## src/rtl/odd_parity_serializer.sv

```systemverilog
// Parallel-to-serial framer: shifts a DATA_W-bit word out on w, one bit per clock,
// then appends an odd-parity bit (optionally inverted for error injection).
module odd_parity_serializer #(
  parameter int DATA_W    = 8,
  parameter bit MSB_FIRST = 1'b1
) (
  input  logic              clk,
  input  logic              arstn,
  input  logic [DATA_W-1:0] din,
  input  logic              din_valid,
  input  logic              inject_err,
  output logic              din_ready,
  output logic              w,
  output logic              w_valid,
  output logic              frame_start,
  output logic              par_bit
);

  localparam int CNT_W = $clog2(DATA_W + 1);

  typedef enum logic [1:0] {
    IDLE   = 2'd0,
    DATA   = 2'd1,
    PARITY = 2'd2
  } state_t;

  state_t            r_state;
  logic [DATA_W-1:0] r_shift;
  logic              r_par;
  logic [CNT_W-1:0]  r_cnt;
  logic              r_w;
  logic              r_wValid;
  logic              r_frameStart;
  logic              r_parBit;

  logic              w_load;
  logic              w_lastBit;
  logic              w_loadHead;
  logic              w_nextHead;
  logic [DATA_W-1:0] w_shiftNext;

  assign din_ready = (r_state == IDLE) || (r_state == PARITY);
  assign w_load    = din_valid && din_ready;
  assign w_lastBit = (r_cnt == CNT_W'(DATA_W - 1));

  // r_shift always keeps the bit currently on w at its head position.
  assign w_shiftNext = MSB_FIRST ? {r_shift[DATA_W-2:0], 1'b0}
                                 : {1'b0, r_shift[DATA_W-1:1]};
  assign w_loadHead  = MSB_FIRST ? din[DATA_W-1]         : din[0];
  assign w_nextHead  = MSB_FIRST ? w_shiftNext[DATA_W-1] : w_shiftNext[0];

  always_ff @(posedge clk or negedge arstn) begin
    if (!arstn) begin
      r_state      <= IDLE;
      r_shift      <= '0;
      r_par        <= 1'b0;
      r_cnt        <= '0;
      r_w          <= 1'b0;
      r_wValid     <= 1'b0;
      r_frameStart <= 1'b0;
      r_parBit     <= 1'b0;
    end else begin
      case (r_state)
        IDLE, PARITY: begin
          if (w_load) begin
            r_state      <= DATA;
            r_shift      <= din;
            r_par        <= (~^din) ^ inject_err;
            r_cnt        <= '0;
            r_w          <= w_loadHead;
            r_wValid     <= 1'b1;
            r_frameStart <= 1'b1;
            r_parBit     <= 1'b0;
          end else begin
            r_state      <= IDLE;
            r_w          <= 1'b0;
            r_wValid     <= 1'b0;
            r_frameStart <= 1'b0;
            r_parBit     <= 1'b0;
          end
        end
        DATA: begin
          r_frameStart <= 1'b0;
          r_wValid     <= 1'b1;
          if (w_lastBit) begin
            r_state  <= PARITY;
            r_w      <= r_par;
            r_parBit <= 1'b1;
          end else begin
            r_shift  <= w_shiftNext;
            r_cnt    <= r_cnt + CNT_W'(1);
            r_w      <= w_nextHead;
            r_parBit <= 1'b0;
          end
        end
        default: begin
          r_state      <= IDLE;
          r_w          <= 1'b0;
          r_wValid     <= 1'b0;
          r_frameStart <= 1'b0;
          r_parBit     <= 1'b0;
        end
      endcase
    end
  end

  assign w           = r_w;
  assign w_valid     = r_wValid;
  assign frame_start = r_frameStart;
  assign par_bit     = r_parBit;

endmodule

```

## config.mk

```make
export PLATFORM = sky130hd
export DESIGN_NAME = odd_parity_serializer
export DESIGN_NICKNAME = d
export VERILOG_FILES = /design/src/rtl/odd_parity_serializer.sv
export SDC_FILE = /design/constraint.sdc
export NUM_CORES = 1
export LEC_CHECK = 0
export CORE_ASPECT_RATIO = 1.75
export CORE_UTILIZATION = 38
export CTS_BUF_LIST = sky130_fd_sc_hd__clkbuf_8
export DETAILED_ROUTE_END_ITERATION = 12
export GPL_ROUTABILITY_DRIVEN = 0
export MAX_ROUTING_LAYER = met4
export PLACE_DENSITY = 0.6
export SYNTH_ARGS = -nofsm -noshare
export SYNTH_HDL_FRONTEND = slang
export SYNTH_SLANG_ARGS = --single-unit
export TNS_END_PERCENT = 20
```

## constraint.sdc

```tcl
create_clock -name clk -period 2.02 [get_ports clk]
set_clock_uncertainty 0.2 [all_clocks]
set_input_delay 0.404 -clock clk [delete_from_list [all_inputs] [get_ports clk]]
set_output_delay 0.404 -clock clk [all_outputs]
set_load 0.1 [all_outputs]
```

# [After elaboration in Yosys (flattened, before gate mapping)]
# Index checks and enable logic that the tools add are counted.
# Widths: inputs -> output; s select.
[classes] n_addsub=1 eq_ne=6 n_mux=17 n_bitwise=1 n_reduce_logical=8
[op_table] operator="$mux 7" count=2
[op_table] operator="$pmux 7 s2" count=1
[op_table] operator="$mux 4" count=2
[op_table] operator="$pmux 4 s2" count=1
[op_table] operator="$reduce_xnor 8->1" count=1
[op_table] operator="$mux 1" count=7
[op_table] operator="$ne 2x2->1 const B" count=3
[op_table] operator="$add 4x1->4 const B" count=1
[op_table] operator="$eq 4x3->1 const B" count=1
[op_table] operator="$pmux 1 s2" count=2
[op_table] operator="$pmux 2 s2" count=1
[op_table] operator="$reduce_and 3->1" count=1
[op_table] operator="$eq 2x1->1 const B" count=1
[op_table] operator="$eq 2x2->1 const B" count=1
[op_table] operator="$logic_not 2->1" count=1
[op_table] operator="$mux 2" count=1
[op_table] operator="$reduce_and 2->1" count=1
[op_table] operator="$reduce_bool 2->1" count=1
[op_table] operator="$reduce_or 2->1" count=1
[op_table] operator="$logic_and 1x1->1" count=1
[op_table] operator="$logic_or 1x1->1" count=1
[op_table] operator="$xor 1x1->1" count=1
[totals] regBits=18 input_bits=12 out_inout_bits=5 elab_cells=41

# [Logic depth before layout (Yosys ltp)]
[depth] depth_word=5 depth_mapped=7 ltp_nobuf=6

# [Least setup slack after synthesis]
# OpenSTA, ideal clock, no wires.
[synth_path] path_kind="flip-flop to flip-flop" from="register r_state[0]" to="register r_shift[1]" setup_time_ns=0.125 arrival_ns=1.333 required_ns=1.695 path_slack_ns=0.362 path_stages_with_launch=8 cell_sequence="dfrtp_1 > inv_2 > nand2_2 > inv_2 > a21oi_4 > buf_4 > nand2_1 > o21ai_1"
[synth_via] elab_chain_cells=5 word_cells_on_any_way=11
[synth_lines] item="start, declared" line_no="27" text="state_t r_state;"
[synth_lines] item="start signal, assigned" line_no="54" text="r_state <= IDLE;"
[synth_lines] item="start signal, assigned" line_no="66" text="r_state <= DATA;"
[synth_lines] item="start signal, assigned" line_no="75" text="r_state <= IDLE;"
[synth_lines] item="$eq 2x2->1 or $logic_not 2->1 (tied branches)" line_no="42" text="assign din_ready = (r_state == IDLE) || (r_state == PARITY);"
[synth_lines] item="$logic_or 1x1->1 *" line_no="42"
[synth_lines] item="via din_ready" line_no="12" text="output logic din_ready,"
[synth_lines] item="$logic_and 1x1->1 *" line_no="43" text="assign w_load = din_valid && din_ready;"
[synth_lines] item="$ne 2x2->1 (no source line) *"
[synth_lines] item="$reduce_and 3->1 (no source line) *"
[synth_lines] item="end signal, assigned" line_no="67" text="r_shift <= din;"
[synth_lines] item="end signal, assigned" line_no="90" text="r_shift <= w_shiftNext;"
[synth_lines] item="end, declared" line_no="28" text="logic [DATA_W-1:0] r_shift;"
# Mark *: on every way through the listed nets, which the timed path passes. The rest lies on a longest branch.
# A chain may end at the register's enable or synchronous reset.

# [Worst setup path in the final report]
[layout_path] from="input port din[5]" to="register r_par"
[layout_via] elab_chain_cells=2
[layout_lines] item="start, declared" line_no="9" text="input logic [DATA_W-1:0] din,"
[layout_lines] item="$reduce_xnor 8->1" line_no="68" text="r_par <= (~^din) ^ inject_err;"
[layout_lines] item="$xor 1x1->1" line_no="68"
[layout_lines] item="end signal, assigned" line_no="68"
[layout_lines] item="end, declared" line_no="29" text="logic r_par;"
# No other way between the ends.

==> results.cfg <==
[floorplan]
ios = 17
start_util_pct = 40.79
rows = 22
placeableCoreArea_mm2 = 0.002120
die-area_mm2 = 0.002477
die_x_um = 38.06
die_h_um = 65.10

[grt]
grt_max_degree = 19
overflow = 0
grt_antenna_before_repair = 0
grt_use_total_pct = 14.47
grt_pass1_vias = 624
grt_pass1_wl_mm = 2.546

[worst_setup_path]
worstPathRequired_ns = 1.96
worst-setup-path-type = in -> reg
arrival_ns = 1.69
startpoint = din[5]
cp-start-kind = input port
cp_max_fo = 2
timing.rr.start = r_cnt[0]
critPathCaptureType = register

[clock_tree]
h-tree-depth = 1
cts_root_buffer = clkbuf_8
postCtsHoldBufs = 0
numCtsBuffers = 3
cts_sinks = 18
cts_tree = yes
clock_latency_ns = 0.24
clockBufferDepth = 2
clkSlewWorstSetupHoldPaths_ns = 0.07
postCtsSetupBuffers = 0
post_cts_resized = 0

[worst_hold_path]
hold_path.class = in -> async

[detailed_routing]
drc = 0
routed_wl_mm = 1.353
drtIter0Drc = 2
vias = 585
wl_per_cell_um = 11.28
ant_nets = 0
first_pass_iters = 2
routed_via_density = 4.875

[timing]
relSlewSlack_pct = 68.97
worst_pin_slew_ns = 0.4654
final_max_slew_viol_count = 0
final.period_utilization_pct = 86.63
fmax_mhz = 571.4
layout_setup_ws_ns = 0.2700
whs_ns = 0.2852
setup_viol_count_final = 0
min_period_ns = 1.750
rsz0062_at_grt = no
hold_violations = 0

[place]
dpl.hpwl_mm = 1.069
place_area_mm2 = 0.001102
dp.cells = 116
port_buffers = 16
dp_worst_setup_slack_ns = -0.004875

[final_layout]
final_cell_area_mm2 = 0.001157
layout_common_cells = dfrtp_1 (18), nand2_1 (12), clkdlybuf4s50_1 (11)
area_growth_pct = 33.86
nets = 110
antenna_cells = 0
stdcell_count = 120
final_util_pct = 54.60
final_common_cell = dfrtp_1
layout-drive-gt1-share_pct = 19.79
fill_cells = 187

[logic_synthesis]
yosysWarnings = 0
syn_avg_cell_area_um2 = 11.23
synth_area_um2 = 864.6
synth_cell_types = 21
syn_nets = 90
ys_ff_latch = 18
ys_seq_area_share_pct = 52.10
post_synth_inst_count = 77

[power_and_ir_drop]
vdd_ir_drop_max_mv = 0.8006
p_leak_uw = 0.0005611
power_density_mw_per_mm2 = 1580

[flow_run]
cap_violations = 0

[status]
outcome = completed
## synthesized netlist by cell type
cell type	n	share of area, %
a21oi_4	1	1.9
a22o_1	1	1.0
and3_1	1	0.72
buf_2	2	1.2
buf_4	1	0.87
dfrtp_1	18	52
ha_1	1	1.4
inv_2	3	1.3
mux2i_1	7	8.1
nand2_1	12	5.2
nand2_2	1	0.72
nand2b_1	1	0.72
nand3_1	4	2.3
nand3b_4	1	2.3
nor2_1	4	1.7
nor2b_1	1	0.72
o21ai_1	9	5.2
xnor2_1	3	3.0
xnor2_2	2	3.8
xnor3_1	1	2.6
xor2_1	3	3.0
## worst max-delay path: stages
cell and delay [ns]:
clkdlybuf4s50_1 0.50, xnor2_1 0.13, xnor3_1 0.42, xnor2_1 0.17, o21ai_1 0.07
## flip-flops by register name, indices dropped and copies added (netlist names)
register,flops
frame_start,1
w_valid,1
r_shift,7
r_par,1
r_cnt,4
r_state,2
par_bit,1
w,1
## cells by family (layout without fill, tap and decap cells)
logic type	count (synthesis)	in the layout	synth area share (%)
and+or+nand+nor	25	25	14.47
DFF	18	18	52.10
AOI/OAI and AO/OA	11	11	8.105
xor gates and xnor gates	9	9	12.45
muxes	7	7	8.105
buffers and inverters	6	25	3.329
adders and majority gates	1	1	1.447
## layer usage
layer | global-route usage (%) | wire length, um
met3 | 2.027 | 37
met4 | 6.696 | 12
met2 | 24.15 | 764
met1 | 16.40 | 539
met5 | - | 0
## where the power goes
group          leakage [uW]  total [uW]  internal [uW]  switching [uW]
Sequential         0.000226         602            507            94.5
Combinational      0.000306         943            375             569
Clock             0.0000288         283            173             110
## layout make-up
type	instances	area (um2)	share of cell area, %
Clock buffer	4	55.05	4.757
Inverter	3	11.26	0.9730
Sequential cell	18	450.4	38.92
Multi-Input combinational cell	53	385.4	33.30
Tap cell	24	30.03	2.595
Timing Repair Buffer	18	225.2	19.46
## per-stage QoR
stage / TNS, ns / power (uW)
global placement: 0 / 1547
global route: 0 / 1949
finish: 0 / 1828
detailed placement: -0.004875 / 1567
CTS: 0 / 1859
floorplan: 0 / 1281
## path summary, 6_finish.rpt
path,end,slack [ns],cells past startpoint
max,r_par,0.27,5
min,w_valid,0.29,2
max reg2reg,r_shift[4],0.40,4
min reg2reg,r_par,0.29,2
max in group asynchronous,r_shift[4],1.14,2
min in group clk,r_par,0.29,2
Power figures use the tool's default switching activity.
